==> src/rtl/led_pattern_ctrl_if.sv <==
// Pin-side bundle of the LED pattern controller: raw button in, LED/mode/pulse outputs.
// The master side drives the button; the slave side is the controller.
interface led_pattern_ctrl_if #(
    parameter int unsigned NUM_LEDS = 4
);
    logic                btn_n;
    logic [NUM_LEDS-1:0] led;
    logic [1:0]          mode;
    logic                btn_pressed;
    logic                tick;

    modport master (
        output btn_n,
        input  led,
        input  mode,
        input  btn_pressed,
        input  tick
    );

    modport slave (
        input  btn_n,
        output led,
        output mode,
        output btn_pressed,
        output tick
    );
endinterface

==> src/rtl/led_pattern_ctrl.sv <==
// Multi-LED pattern controller: STATIC/BLINK/CHASE/BREATHE modes stepped by a debounced
// button press; a held button forces every LED on while the patterns keep running.
module led_pattern_ctrl #(
    parameter int unsigned NUM_LEDS       = 4,
    parameter int unsigned TICK_DIV       = 12090,
    parameter int unsigned BLINK_TICKS    = 820,
    parameter int unsigned DEBOUNCE_TICKS = 20,
    parameter int unsigned PWM_BITS       = 8
) (
    input logic               clk,
    input logic               rst,
    led_pattern_ctrl_if.slave bus
);
    localparam int unsigned TickW = (TICK_DIV > 1) ? $clog2(TICK_DIV) : 1;
    localparam int unsigned StepW = (BLINK_TICKS > 1) ? $clog2(BLINK_TICKS) : 1;
    localparam int unsigned DbW   = $clog2(DEBOUNCE_TICKS + 1);

    localparam logic [TickW-1:0]    TickLast = TickW'(TICK_DIV - 1);
    localparam logic [StepW-1:0]    StepLast = StepW'(BLINK_TICKS - 1);
    localparam logic [DbW-1:0]      DbLimit  = DbW'(DEBOUNCE_TICKS);
    localparam logic [PWM_BITS-1:0] DutyMax  = '1;

    typedef enum logic [1:0] {
        ModeStatic  = 2'd0,
        ModeBlink   = 2'd1,
        ModeChase   = 2'd2,
        ModeBreathe = 2'd3
    } mode_e;

    logic [TickW-1:0]    tick_cnt_q, tick_cnt_d;
    logic [1:0]          sync_q;
    logic                db_pressed_q, db_pressed_d;
    logic [DbW-1:0]      db_cnt_q, db_cnt_d;
    mode_e               mode_q, mode_d;
    logic [StepW-1:0]    step_cnt_q, step_cnt_d;
    logic                blink_q, blink_d;
    logic [NUM_LEDS-1:0] chase_q, chase_d;
    logic [PWM_BITS-1:0] duty_q, duty_d;
    logic                duty_up_q, duty_up_d;
    logic [PWM_BITS-1:0] pwm_cnt_q;
    logic [NUM_LEDS-1:0] led_q, led_d;
    logic                btn_pressed_q;

    logic tick_ev, step_ev, press_ev, sync_pressed;

    assign tick_ev      = (tick_cnt_q == TickLast);
    assign step_ev      = tick_ev && (step_cnt_q == StepLast);
    assign sync_pressed = ~sync_q[1];
    assign tick_cnt_d   = tick_ev ? '0 : tick_cnt_q + TickW'(1);

    // Debounce: the synced level must disagree for DEBOUNCE_TICKS consecutive ticks.
    always_comb begin
        db_cnt_d     = db_cnt_q;
        db_pressed_d = db_pressed_q;
        press_ev     = 1'b0;
        if (tick_ev) begin
            if (sync_pressed != db_pressed_q) begin
                if (db_cnt_q + DbW'(1) == DbLimit) begin
                    db_cnt_d     = '0;
                    db_pressed_d = sync_pressed;
                    press_ev     = sync_pressed;
                end else begin
                    db_cnt_d = db_cnt_q + DbW'(1);
                end
            end else begin
                db_cnt_d = '0;
            end
        end
    end

    // A press takes priority: any coincident step or duty update is dropped.
    always_comb begin
        mode_d     = mode_q;
        step_cnt_d = step_cnt_q;
        blink_d    = blink_q;
        chase_d    = chase_q;
        duty_d     = duty_q;
        duty_up_d  = duty_up_q;
        if (press_ev) begin
            mode_d     = mode_e'(mode_q + 2'd1);
            step_cnt_d = '0;
            blink_d    = 1'b0;
            chase_d    = NUM_LEDS'(1);
            duty_d     = '0;
            duty_up_d  = 1'b1;
        end else if (tick_ev) begin
            step_cnt_d = step_ev ? '0 : step_cnt_q + StepW'(1);
            if (step_ev) begin
                blink_d = ~blink_q;
                chase_d = {chase_q[NUM_LEDS-2:0], chase_q[NUM_LEDS-1]};
            end
            if (duty_up_q) begin
                if (duty_q == DutyMax) begin
                    duty_up_d = 1'b0;
                    duty_d    = duty_q - PWM_BITS'(1);
                end else begin
                    duty_d = duty_q + PWM_BITS'(1);
                end
            end else begin
                if (duty_q == '0) begin
                    duty_up_d = 1'b1;
                    duty_d    = PWM_BITS'(1);
                end else begin
                    duty_d = duty_q - PWM_BITS'(1);
                end
            end
        end
    end

    always_comb begin
        led_d = '0;
        unique case (mode_q)
            ModeStatic:  led_d = '1;
            ModeBlink:   led_d = {NUM_LEDS{blink_q}};
            ModeChase:   led_d = chase_q;
            ModeBreathe: led_d = {NUM_LEDS{pwm_cnt_q < duty_q}};
            default:     led_d = '0;
        endcase
        if (db_pressed_q) begin
            led_d = '1;
        end
    end

    always_ff @(posedge clk or posedge rst) begin
        if (rst) begin
            tick_cnt_q    <= '0;
            sync_q        <= 2'b11;
            db_pressed_q  <= 1'b0;
            db_cnt_q      <= '0;
            mode_q        <= ModeBlink;
            step_cnt_q    <= '0;
            blink_q       <= 1'b0;
            chase_q       <= NUM_LEDS'(1);
            duty_q        <= '0;
            duty_up_q     <= 1'b1;
            pwm_cnt_q     <= '0;
            led_q         <= '0;
            btn_pressed_q <= 1'b0;
        end else begin
            tick_cnt_q    <= tick_cnt_d;
            sync_q        <= {sync_q[0], bus.btn_n};
            db_pressed_q  <= db_pressed_d;
            db_cnt_q      <= db_cnt_d;
            mode_q        <= mode_d;
            step_cnt_q    <= step_cnt_d;
            blink_q       <= blink_d;
            chase_q       <= chase_d;
            duty_q        <= duty_d;
            duty_up_q     <= duty_up_d;
            pwm_cnt_q     <= pwm_cnt_q + PWM_BITS'(1);
            led_q         <= led_d;
            btn_pressed_q <= press_ev;
        end
    end

    assign bus.led         = led_q;
    assign bus.mode        = mode_q;
    assign bus.btn_pressed = btn_pressed_q;
    assign bus.tick        = tick_ev;
endmodule

==> src/flat_wrapper.sv <==
// flat-port wrapper written by rule: the top's interface ports become plain ports
module led_pattern_ctrl_flat 
#(
    parameter int unsigned NUM_LEDS       = 4,
    parameter int unsigned TICK_DIV       = 12090,
    parameter int unsigned BLINK_TICKS    = 820,
    parameter int unsigned DEBOUNCE_TICKS = 20,
    parameter int unsigned PWM_BITS       = 8
)
  (clk, rst, bus_btn_n, bus_led, bus_mode, bus_btn_pressed, bus_tick);
  led_pattern_ctrl_if #(.NUM_LEDS(NUM_LEDS)) bus_i ();
  input logic clk;
  input logic rst;
  input wire logic [$bits(bus_i.btn_n)-1:0] bus_btn_n;
  output wire logic [$bits(bus_i.led)-1:0] bus_led;
  output wire logic [$bits(bus_i.mode)-1:0] bus_mode;
  output wire logic [$bits(bus_i.btn_pressed)-1:0] bus_btn_pressed;
  output wire logic [$bits(bus_i.tick)-1:0] bus_tick;
  assign bus_i.btn_n = bus_btn_n;
  assign bus_led = bus_i.led;
  assign bus_mode = bus_i.mode;
  assign bus_btn_pressed = bus_i.btn_pressed;
  assign bus_tick = bus_i.tick;
  led_pattern_ctrl #(.NUM_LEDS(NUM_LEDS), .TICK_DIV(TICK_DIV), .BLINK_TICKS(BLINK_TICKS), .DEBOUNCE_TICKS(DEBOUNCE_TICKS), .PWM_BITS(PWM_BITS)) u_core (.clk(clk), .rst(rst), .bus(bus_i));
endmodule
==> config.mk <==
export PLATFORM = sky130hd
export DESIGN_NAME = led_pattern_ctrl_flat
export DESIGN_NICKNAME = d
export VERILOG_FILES = /design/src/rtl/led_pattern_ctrl_if.sv /design/src/rtl/led_pattern_ctrl.sv /design/src/flat_wrapper.sv
export SDC_FILE = /design/constraint.sdc
export NUM_CORES = 1
export LEC_CHECK = 0
export ABC_AREA = 0
export BUFFER_PORTS_ARGS = -buffer_cell sky130_fd_sc_hd__buf_2
export CORE_MARGIN = 2
export CORE_UTILIZATION = 55
export CTS_CLUSTER_SIZE = 8
export DETAILED_ROUTE_END_ITERATION = 7
export PLACE_DENSITY = 0.72
export SYNTH_ARGS = -nofsm -noshare
export SYNTH_HDL_FRONTEND = slang
export SYNTH_SLANG_ARGS = --single-unit
==> constraint.sdc <==
create_clock -name clk -period 3.2 [get_ports clk]
set_clock_uncertainty 0.05 [all_clocks]
set_input_delay 0.16 -clock clk [delete_from_list [all_inputs] [get_ports clk]]
set_output_delay 0.16 -clock clk [all_outputs]
set_load 0.01 [all_outputs]
# Word level (Yosys, flattened, before mapping)
# Index checks and enable logic that the tools add are counted.
word_totals:
  reg_bits: 61
  in_bits: 3
  out_inout_bits: 8
  elab_cells: 65
op_classes:
  add_sub_neg: 7
  order_cmp: 1
  eq_ne: 8
  muxes: 27
  bitwise_logic: 2
  reduce_logical: 7
op_table:
  columns: ["cell", "count"]
  rows:
  - ["$mux 8", 5]
  - ["$mux 10", 3]
  - ["$add 8x1->8 const B", 2]
  - ["$mux 4", 4]
  - ["$pmux 4 s4", 1]
  - ["$add 14x1->14 const B", 1]
  - ["$eq 14x14->1 const B", 1]
  - ["$mux 14", 1]
  - ["$mux 1", 11]
  - ["$add 10x1->10 const B", 1]
  - ["$eq 10x10->1 const B", 1]
  - ["$mux 5", 2]
  - ["$eq 8x8->1 const B", 1]
  - ["$logic_not 8->1", 1]
  - ["$lt 8x8->1", 1]
  - ["$sub 8x1->8 const B", 1]
  - ["$add 5x1->5 const B", 1]
  - ["$eq 5x5->1 const B", 1]
  - ["$eq 2x2->1 const B", 2]
  - ["$reduce_bool 2->1", 2]
  - ["$reduce_and 3->1", 1]
  - ["$add 2x1->2 const B", 1]
  - ["$eq 2x1->1 const B", 1]
  - ["$logic_not 2->1", 1]
  - ["other kinds (4)", 5]

# Depth between registers and ports, before layout
# Gate-level depths: netlist of the first run.
logic_depth:
  word_depth: 7
  ltp_mapped: 9
  ltp_nobuf: 8

# Worst setup path after synthesis of the first run
# Ideal clock, no wire load.
synth_timing:
  kind: "register to register"
  startpoint: "register u_core.db_cnt_q[0]"
  endpoint: "register u_core.duty_q[3]"
  setup_ns: 0.121
  t_arrival_ns: 1.709
  required_time_ns: 3.029
  slack_ns: 1.320
  path_stages_with_launch: 7
  path_buffers: 0
  synth_period_minus_slack_ns: 1.880
  cell_sequence: "dfrtp_1 ha_1 nand4bb_1 or3_4 nor2_2 o21ai_0 a22o_1"
synth_via:
  elab_chain_cells: 6
  word_cells_on_any_way: 7
  classes_between: "1 x add/sub; 1 x eq/ne; 4 x mux; 1 x reduce/logical"
synth_rtl:
  columns: ["item", "line_no", "rtl"]
  rows:
  - ["start, declared", "led_pattern_ctrl.sv:33", "logic [DbW-1:0] db_cnt_q, db_cnt_d;"]
  - ["start signal, assigned", "led_pattern_ctrl.sv:143", "db_cnt_q <= db_cnt_d;"]
  - ["$add 5x1->5 *", "led_pattern_ctrl.sv:58", "if (db_cnt_q + DbW'(1) == DbLimit) begin"]
  - ["$eq 5x5->1 *", "led_pattern_ctrl.sv:58", null]
  - ["$mux 1 *", "led_pattern_ctrl.sv:58", null]
  - ["$mux 1 *", "led_pattern_ctrl.sv:57", "if (sync_pressed != db_pressed_q) begin"]
  - ["$mux 1 *", "led_pattern_ctrl.sv:56", "if (tick_ev) begin"]
  - ["$mux 8 or $reduce_bool 2->1 (tied branches)", null, null]
  - ["end signal, assigned", "led_pattern_ctrl.sv:148", "duty_q <= duty_d;"]
  - ["end, declared", "led_pattern_ctrl.sv:38", "logic [PWM_BITS-1:0] duty_q, duty_d;"]
# Mark *: on every way between the ends. The rest lies on a longest branch, timed or not.
# A chain may end at the register's enable or synchronous reset.

# Worst setup path in the final report of the first run
layout_timing:
  startpoint: "register u_core.tick_cnt_q[1]"
  endpoint: "output port bus_tick"
layout_via:
  elab_chain_cells: 1
layout_rtl:
  columns: ["item", "line_no", "rtl"]
  rows:
  - ["start, declared", "led_pattern_ctrl.sv:30", "logic [TickW-1:0] tick_cnt_q, tick_cnt_d;"]
  - ["start signal, assigned", "led_pattern_ctrl.sv:140", "tick_cnt_q <= tick_cnt_d;"]
  - ["$eq 14x14->1", "led_pattern_ctrl.sv:46", "assign tick_ev = (tick_cnt_q == TickLast);"]
  - ["end, declared", "flat_wrapper.sv:18", "output wire logic [$bits(bus_i.tick)-1:0] bus_tick;"]
# Every way passes these cells.

==> run_summary.xml, run 1 <==
<?xml version="1.0" encoding="UTF-8"?>
<metrics>
  <group name="outcome">
    <metric name="outcome" unit="">finished, final reports clean</metric>
  </group>
  <group name="worst_setup_path">
    <metric name="timing.critical_path.arrival" unit="ns">2.21</metric>
    <metric name="worst_setup_path_start_kind" unit="">flop</metric>
    <metric name="crit_slowest_cell" unit="">sky130_fd_sc_hd__dfrtp_1</metric>
    <metric name="cp.required" unit="ns">2.99</metric>
    <metric name="critPathKind" unit="">flop to output pin</metric>
    <metric name="cp_slowest_stage_delay" unit="ns">0.40</metric>
    <metric name="path_max_fanout" unit="">30</metric>
    <metric name="path_cells" unit="">inv_1, ha_1, nor4b_4, nand4_4, clkinv_2, buf_4, buf_2</metric>
    <metric name="critPathCaptureType" unit="">output pin</metric>
    <metric name="worst-r2r-cell-count" unit="">9</metric>
    <metric name="critical_path.reg2reg.endpoint" unit="">u_core.step_cnt_q[8]</metric>
    <metric name="crit-reg2reg-launch" unit="">u_core.tick_cnt_q[1]</metric>
    <metric name="r2r_setup_slack" unit="ns">0.96</metric>
  </group>
  <group name="cells_and_area">
    <metric name="post_route_cells_drive_above_1_share" unit="">0.1257</metric>
    <metric name="multiInputGateArea" unit="um^2">1623</metric>
    <metric name="insertedDiodeCount" unit="">0</metric>
    <metric name="layout.cell_area.non_filler" unit="um^2">3600</metric>
    <metric name="final.fill_count" unit="">486</metric>
    <metric name="area.sequential" unit="um^2">1533</metric>
    <metric name="finish.net_count" unit="">366</metric>
    <metric name="finalCoreUtilization" unit="">0.6190</metric>
    <metric name="area_growth_syn_to_layout" unit="%">10.61</metric>
  </group>
  <group name="clock_network">
    <metric name="cts_tree" unit="">yes</metric>
    <metric name="numCtsBuffers" unit="">9</metric>
    <metric name="clk_latency" unit="ns">0.34</metric>
    <metric name="htreeDepth" unit="">3</metric>
    <metric name="cts.path.max_buffers" unit="">2</metric>
    <metric name="clockRootBuffer" unit="">sky130_fd_sc_hd__clkbuf_8</metric>
    <metric name="postCtsResizedCells" unit="">0</metric>
    <metric name="clock-sinks" unit="">61</metric>
    <metric name="cts.clk_slew.worst_paths" unit="ns">0.06</metric>
  </group>
  <group name="synthesis">
    <metric name="post_synthesis_cell_area" unit="um^2">3254</metric>
    <metric name="postSynthAreaPerCell" unit="um^2">9.983</metric>
    <metric name="count_of_flip_flops_with_a_built_in_enable_after_synthesis" unit="">0</metric>
    <metric name="syn-num-nets" unit="">347</metric>
    <metric name="yosysMostFrequentCell" unit="">sky130_fd_sc_hd__dfrtp_1</metric>
    <metric name="synthesis.yosys.warnings" unit="">0</metric>
    <metric name="synth_seq_cells" unit="">61</metric>
    <metric name="post_synth_main_area_contributors" unit="">sky130_fd_sc_hd__dfrtp_1 (43%), sky130_fd_sc_hd__ha_1 (6.9%), sky130_fd_sc_hd__nor2_1 (4.4%)</metric>
    <metric name="async_flop_share" unit="">1.000</metric>
    <metric name="synth_top_cells_by_count" unit="">sky130_fd_sc_hd__dfrtp_1 (56), sky130_fd_sc_hd__nor2_1 (38), sky130_fd_sc_hd__nand2_1 (28), sky130_fd_sc_hd__ha_1 (18), sky130_fd_sc_hd__nand3_1 (17)</metric>
    <metric name="ys_seq_area_frac" unit="">0.4710</metric>
    <metric name="postSynthCellCount" unit="">326</metric>
    <metric name="most_frequently_used_flop_master_after_synthesis" unit="">sky130_fd_sc_hd__dfrtp_1</metric>
    <metric name="yosysTopAreaCell" unit="">sky130_fd_sc_hd__dfrtp_1</metric>
    <metric name="number_of_distinct_library_cells_after_synthesis" unit="">54</metric>
    <metric name="yosysTopAreaCellShare" unit="">0.4306</metric>
  </group>
  <group name="power">
    <metric name="ir_worst_vdd" unit="mV">0.3483</metric>
    <metric name="p_sw" unit="uW">321.5</metric>
    <metric name="power.share.sequential" unit="">0.524</metric>
    <metric name="clockPowerShare" unit="">0.462</metric>
    <metric name="switching_fraction" unit="">0.2175</metric>
    <metric name="power_per_cell_area" unit="nW/um^2">410.6</metric>
    <metric name="pwr-share-comb" unit="">0.014</metric>
    <metric name="p_int" unit="uW">1156</metric>
    <metric name="leakage" unit="uW">0.001586</metric>
  </group>
  <group name="timing">
    <metric name="slew_violations" unit="">0</metric>
    <metric name="finalCritPeriodShare" unit="">0.7548</metric>
    <metric name="timing.fmax" unit="MHz">414.0</metric>
    <metric name="rsz0062_at_grt" unit="">no</metric>
    <metric name="timing.slew.headroom" unit="">0.5865</metric>
    <metric name="period_minus_slack" unit="ns">2.415</metric>
    <metric name="setup_total_negative_slack" unit="ns">0</metric>
    <metric name="transition_time_of_the_tightest_slew_check_pin" unit="ns">0.6193</metric>
    <metric name="timing.final.hold_violations" unit="">0</metric>
    <metric name="finalSetupViolCount" unit="">0</metric>
  </group>
  <group name="route">
    <metric name="drt-initial-drc-count" unit="">190</metric>
    <metric name="avgRoutedWirePerCell" unit="um">14.21</metric>
    <metric name="wl" unit="um">6040</metric>
    <metric name="detail_route.drc_violations" unit="">0</metric>
    <metric name="vias" unit="">2391</metric>
    <metric name="route.antenna.remaining_nets" unit="">0</metric>
    <metric name="drt-pass1-iter-count" unit="">4</metric>
    <metric name="mean_number_of_vias_per_cell" unit="">5.626</metric>
  </group>
  <group name="grt">
    <metric name="use_met3" unit="">0.04556</metric>
    <metric name="grt_overflow" unit="">0</metric>
    <metric name="number_of_global_route_vias_before_repair" unit="">2328</metric>
    <metric name="global_route.usage.met1" unit="">0.2763</metric>
    <metric name="grtUsageMet2" unit="">0.3248</metric>
    <metric name="grt.total_usage" unit="">0.2109</metric>
    <metric name="pin_count_of_the_biggest_net_entering_global_routing" unit="">33</metric>
    <metric name="grt-busiest-layer" unit="">met2</metric>
    <metric name="grt_pass1_wl" unit="um">10500</metric>
    <metric name="number_of_antenna_violations_at_the_first_check_in_global_routing" unit="">0</metric>
  </group>
  <group name="worst_hold_path">
    <metric name="timing.hold.worst_path_depth" unit="">0</metric>
    <metric name="hold_path_end" unit="">u_core.sync_q[1]</metric>
    <metric name="hold_path_startpoint" unit="">u_core.sync_q[0]</metric>
    <metric name="min_path_type" unit="">flop to flop</metric>
  </group>
  <group name="place">
    <metric name="globalplace.congestion" unit="">0.8147</metric>
    <metric name="placement.cell_area" unit="um^2">3387</metric>
    <metric name="detailedPlacementHpwl" unit="um">4144</metric>
    <metric name="placement.io_buffers" unit="">10</metric>
  </group>
  <group name="floorplan">
    <metric name="floorplan_die_area" unit="um^2">6548</metric>
    <metric name="rows" unit="">28</metric>
    <metric name="die_h" unit="um">80.92</metric>
    <metric name="initial_util" unit="">0.5596</metric>
    <metric name="floorplan.core_area" unit="um^2">5816</metric>
    <metric name="fp.dieW" unit="um">80.92</metric>
    <metric name="pin_count" unit="">11</metric>
  </group>
  <group name="flow_run">
    <metric name="count_of_max_cap_constraint_violations" unit="">0</metric>
  </group>
</metrics>
[worst max-delay path, delay by kind of cell (launching register included)]
| family | cells | cell delay [ns] |
|---|---|---|
| buffers and inverters | 4 | 0.72 |
| and+or+nand+nor | 2 | 0.59 |
| DFF | 1 | 0.40 |
| adders and majority gates | 1 | 0.14 |
[per-stage QoR]
stage | hold WS [ns] | power [uW] | cells | setup WS [ns]
after global placement | 0.2165 | 808.4 | 407 | 1.029
after floorplan | 0.1145 | 801.4 | 326 | 1.320
after CTS | 0.3097 | 1500 | 425 | 0.7386
after global routing | 0.3151 | 1541 | 425 | 0.6212
final | 0.3075 | 1478 | 425 | 0.7848
after detailed placement | 0.2162 | 809.2 | 407 | 0.9441
[final cells by class]
type                    instances  area share
multi-input cells             241      0.4508
flip-flops and latches         61      0.4258
inverters                      17     0.01807
clock inverters                 4     0.01321
clock buffers                  12     0.04032
repair buffers                 15     0.02572
well taps                      75     0.02607
[layer usage]
| layer | wire (um) | up-vias |
|---|---|---|
| met5 | 0 | - |
| met4 | 138 | 0 |
| met3 | 208 | 11 |
| met2 | 2779 | 44 |
| met1 | 2914 | 1144 |
| li1 | - | 1192 |
[cell families after synthesis]
logic type,Yosys count,share of synthesized area
buffers and inverters,24,0.03037
muxes,6,0.01846
AOI/OAI and AO/OA,56,0.1061
xor gates and xnor gates,26,0.06997
and+or+nand+nor,135,0.2349
DFF,61,0.4710
adders and majority gates,18,0.06921
[flip-flops by register name, summed over array words and instances (netlist names)]
register	count
u_core.tick_cnt_q	14
u_core.bus.mode	2
u_core.pwm_cnt_q	8
u_core.duty_up_q	1
u_core.bus.btn_pressed	1
u_core.chase_q	4
u_core.db_pressed_q	1
u_core.step_cnt_q	10
u_core.db_cnt_q	5
u_core.sync_q	2
u_core.duty_q	8
u_core.bus.led	4
u_core.blink_q	1
[layout by cell type, fill, tap and decap left out, types with 6 or more instances in the layout]
cell type                   n
sky130_fd_sc_hd__inv_1     15
sky130_fd_sc_hd__ha_1      18
sky130_fd_sc_hd__and4_1     6
sky130_fd_sc_hd__xor2_1    12
sky130_fd_sc_hd__nor2_1    38
sky130_fd_sc_hd__clkbuf_8  10
sky130_fd_sc_hd__mux2i_1    6
sky130_fd_sc_hd__nand3_1   17
sky130_fd_sc_hd__o21ai_0   15
sky130_fd_sc_hd__buf_2     10
sky130_fd_sc_hd__a21oi_1   14
sky130_fd_sc_hd__nor3_1     8
sky130_fd_sc_hd__xnor2_1   14
sky130_fd_sc_hd__dfrtp_1   56
sky130_fd_sc_hd__nand2_1   28
sky130_fd_sc_hd__nand4_1    7
[power by group through the flow]
stage	clock, uW	sequential, uW	combinational (uW)
finish	683	775	20.3
global route	742	774	24.4
CTS	703	775	22.0
detailed placement	0	789	20.2
global placement	0	789	19.3
floorplan	0	789	12.7
[timing repair]
| action | CTS | global route |
|---|---|---|
| setup buffers | 0 | 0 |
| hold buffers | 2 | 0 |
| endpoints found under the hold margin | 26 | 0 |
[how the worst max path moves through the flow]
| stage | to | slack, ns | from | depth (start not counted) |
|---|---|---|---|---|
| 2_1_floorplan | u_core.duty_q[3] | 1.32 | u_core.db_cnt_q[0] | 6 |
| 3_5_place_dp | u_core.step_cnt_q[8] | 0.94 | u_core.tick_cnt_q[1] | 9 |
| 4_1_cts | bus_tick | 0.74 | u_core.tick_cnt_q[1] | 7 |
| 3_3_place_gp | u_core.step_cnt_q[8] | 1.03 | u_core.tick_cnt_q[1] | 9 |
| 6_report | bus_tick | 0.78 | u_core.tick_cnt_q[1] | 7 |
| 5_1_grt | bus_tick | 0.62 | u_core.tick_cnt_q[1] | 7 |
(Power assumes the default switching activity.)
==> run 2: changes to the inputs <==
==> constraint.sdc (replaced) <==
create_clock -name clk -period 2.23 [get_ports clk]
set_clock_uncertainty 0.05 [all_clocks]
set_input_delay 0.1115 -clock clk [delete_from_list [all_inputs] [get_ports clk]]
set_output_delay 0.1115 -clock clk [all_outputs]
set_load 0.01 [all_outputs]
==> run 2 against run 1 <==
Effect of this change:
- cell area grew 2.0%
- critical path depth fell by 1
- via count decreased by 0.29%
- first-iteration DRC count is 23% lower
- non-clock buffer count rose by 5
- critical path type is now flop to flop
- critical endpoint is now u_core.duty_q[3]
- largest power group unchanged
- highest routed layer unchanged
==> run_summary.xml, run 2 (same netlist as run 1, synthesis figures left out) <==
<?xml version="1.0" encoding="UTF-8"?>
<metrics>
  <group name="worst_hold_path">
    <metric name="min_path_type" unit="">flop to flop</metric>
  </group>
  <group name="worst_setup_path">
    <metric name="cp_slowest_stage_delay" unit="ns">0.42</metric>
    <metric name="crit_slowest_cell" unit="">sky130_fd_sc_hd__or3_4</metric>
    <metric name="critPathKind" unit="">flop to flop</metric>
    <metric name="worst_setup_path_start_kind" unit="">flop</metric>
    <metric name="path_cells" unit="">ha_1, nand4bb_1, or3_4, nor2_2, o21ai_0, a22o_1</metric>
    <metric name="path_max_fanout" unit="">7</metric>
    <metric name="cp.required" unit="ns">2.41</metric>
    <metric name="critPathCaptureType" unit="">flop</metric>
    <metric name="timing.critical_path.arrival" unit="ns">2.22</metric>
  </group>
  <group name="cells_and_area">
    <metric name="post_route_cells_drive_above_1_share" unit="">0.1408</metric>
    <metric name="largestRegisters" unit="">u_core.tick_cnt_q x14, u_core.step_cnt_q x10</metric>
    <metric name="insertedDiodeCount" unit="">0</metric>
    <metric name="max_reg_flops" unit="">14</metric>
    <metric name="finish.net_count" unit="">371</metric>
    <metric name="area.sequential" unit="um^2">1533</metric>
    <metric name="leading_cell_type_in_the_layout_fill_and_taps_excluded" unit="">sky130_fd_sc_hd__dfrtp_1</metric>
    <metric name="register_containing_the_most_flip_flops_in_the_final_layout" unit="">u_core.tick_cnt_q</metric>
    <metric name="leading_cell_types_in_the_layout_fill_and_taps_excluded" unit="">sky130_fd_sc_hd__dfrtp_1 (56), sky130_fd_sc_hd__nor2_1 (38), sky130_fd_sc_hd__nand2_1 (28)</metric>
    <metric name="multiInputGateArea" unit="um^2">1623</metric>
    <metric name="final.fill_count" unit="">498</metric>
    <metric name="area_growth_syn_to_layout" unit="%">12.84</metric>
  </group>
  <group name="place">
    <metric name="placement.io_buffers" unit="">10</metric>
    <metric name="detailedPlacementHpwl" unit="um">4257</metric>
    <metric name="globalplace.congestion" unit="">0.8632</metric>
    <metric name="pre_cts_slack" unit="ns">0.1936</metric>
  </group>
  <group name="floorplan">
    <metric name="floorplan_die_area" unit="um^2">6548</metric>
    <metric name="die_h" unit="um">80.92</metric>
    <metric name="fp.dieW" unit="um">80.92</metric>
    <metric name="rows" unit="">28</metric>
    <metric name="floorplan.core_area" unit="um^2">5816</metric>
    <metric name="initial_util" unit="">0.5596</metric>
    <metric name="pin_count" unit="">11</metric>
  </group>
  <group name="power">
    <metric name="leakage" unit="uW">0.001624</metric>
    <metric name="p_sw" unit="uW">461.3</metric>
    <metric name="totalPowerFinal" unit="uW">2186</metric>
    <metric name="p_int" unit="uW">1725</metric>
    <metric name="switching_fraction" unit="">0.2110</metric>
    <metric name="clockPowerShare" unit="">0.477</metric>
    <metric name="power.share.sequential" unit="">0.509</metric>
    <metric name="power_per_cell_area" unit="nW/um^2">595.3</metric>
    <metric name="ir_worst_vdd" unit="mV">0.4474</metric>
    <metric name="pwr-share-comb" unit="">0.015</metric>
  </group>
  <group name="timing">
    <metric name="slew_violations" unit="">0</metric>
    <metric name="worst_slack" unit="ns">0.1857</metric>
    <metric name="finalSetupViolCount" unit="">0</metric>
    <metric name="finalCritPeriodShare" unit="">0.9167</metric>
    <metric name="period_minus_slack" unit="ns">2.044</metric>
    <metric name="timing.final.hold_violations" unit="">0</metric>
    <metric name="setup_total_negative_slack" unit="ns">0</metric>
    <metric name="transition_time_of_the_tightest_slew_check_pin" unit="ns">0.6038</metric>
    <metric name="rsz0062_at_grt" unit="">no</metric>
    <metric name="timing.slew.headroom" unit="">0.5969</metric>
    <metric name="timing.fmax" unit="MHz">489.2</metric>
  </group>
  <group name="route">
    <metric name="detail_route.drc_violations" unit="">0</metric>
    <metric name="avgRoutedWirePerCell" unit="um">14.12</metric>
    <metric name="drt-initial-drc-count" unit="">147</metric>
    <metric name="vias" unit="">2384</metric>
    <metric name="drt-pass1-iter-count" unit="">4</metric>
    <metric name="mean_number_of_vias_per_cell" unit="">5.544</metric>
    <metric name="wl" unit="um">6070</metric>
    <metric name="route.antenna.remaining_nets" unit="">0</metric>
  </group>
  <group name="clock_network">
    <metric name="clock-sinks" unit="">61</metric>
    <metric name="numCtsBuffers" unit="">9</metric>
    <metric name="htreeDepth" unit="">3</metric>
    <metric name="clk_latency" unit="ns">0.34</metric>
    <metric name="cts.path.max_buffers" unit="">2</metric>
    <metric name="cts.clk_slew.worst_paths" unit="ns">0.07</metric>
    <metric name="cts_tree" unit="">yes</metric>
    <metric name="clockRootBuffer" unit="">sky130_fd_sc_hd__clkbuf_8</metric>
  </group>
  <group name="grt">
    <metric name="grt_overflow" unit="">0</metric>
    <metric name="grt.total_usage" unit="">0.2149</metric>
    <metric name="number_of_global_route_vias_before_repair" unit="">2287</metric>
    <metric name="grt_pass1_wl" unit="um">10610</metric>
    <metric name="number_of_antenna_violations_at_the_first_check_in_global_routing" unit="">0</metric>
    <metric name="pin_count_of_the_biggest_net_entering_global_routing" unit="">35</metric>
  </group>
  <group name="flow_run">
    <metric name="count_of_max_cap_constraint_violations" unit="">0</metric>
  </group>
  <group name="outcome">
    <metric name="outcome" unit="">finished, final reports clean</metric>
  </group>
</metrics>
run 2: cell types whose count changed in the layout (fill, tap and decap cells not counted):
cell and change:
sky130_fd_sc_hd__clkbuf_1 -1, sky130_fd_sc_hd__clkinv_2 -1, sky130_fd_sc_hd__buf_4 +3, sky130_fd_sc_hd__buf_12 +1
sky130_fd_sc_hd__buf_6 +1, sky130_fd_sc_hd__clkbuf_8 +2
run 2: per-stage QoR:
step                      instance area, um^2  utilization  hold slack (ns)  instances
final                                    3672       0.6315           0.3097        430
after floorplan                          3254            -          0.06598        326
after global placement                   3422       0.5884           0.1650        410
after CTS                                3654       0.6282           0.3127        428
after detailed placement                 3422       0.5884           0.1726        410
after global routing                     3672       0.6315           0.3148        430
run 2: what timing repair did:
item	4_1_cts	5_1_grt
endpoints found under the hold margin	26	0
hold buffers	2	0
setup endpoints to repair	0	3
gates resized for setup	0	1
setup buffers	0	2
run 2: path summary, 6_finish.rpt:
path | startpoint | endpoint | slack, ns | cells past startpoint
setup / recovery | u_core.db_cnt_q[0] | u_core.duty_q[3] | 0.19 | 6
hold / removal | u_core.sync_q[0] | u_core.sync_q[1] | 0.31 | 0
setup reg to reg | u_core.db_cnt_q[0] | u_core.duty_q[3] | 0.19 | 6
hold reg to reg | u_core.sync_q[0] | u_core.sync_q[1] | 0.31 | 0
max in group asynchronous | rst | u_core.chase_q[0] | 1.13 | 4
min in group asynchronous | rst | u_core.duty_q[4] | 0.34 | 3
run 2: power by group through the flow:
stage	clock network, uW	logic [uW]	registers [uW]
6_report	1040	31.9	1110
5_1_grt	1120	38.5	1110
4_1_cts	1060	34.2	1110
3_5_place_dp	0	31.6	1130
3_3_place_gp	0	31.3	1130
2_1_floorplan	0	18.2	1130
run 2: metal layers:
layer / GRT usage / vias up / routed length, um
met3: 0.04778 / 7 / 186
met1: 0.3003 / 1135 / 3001
met2: 0.3149 / 41 / 2812
met4: 0.1068 / 0 / 70
met5: 0 / - / 0
li1: - / 1201 / -
run 2: worst max-delay path: cells and delay by family (launching register included):
family	cells	cell delay, ns
simple gates	3	0.89
flops	1	0.38
compound gates	2	0.38
fa+ha+maj	1	0.24
run 2: cell type report:
class,count,share of cell area
inverter,17,0.01772
timing repair buffer,20,0.03986
sequential,61,0.4174
multi-input combinational,241,0.4419
tap,75,0.02555
clock inverter,3,0.01158
clock buffer,13,0.04600
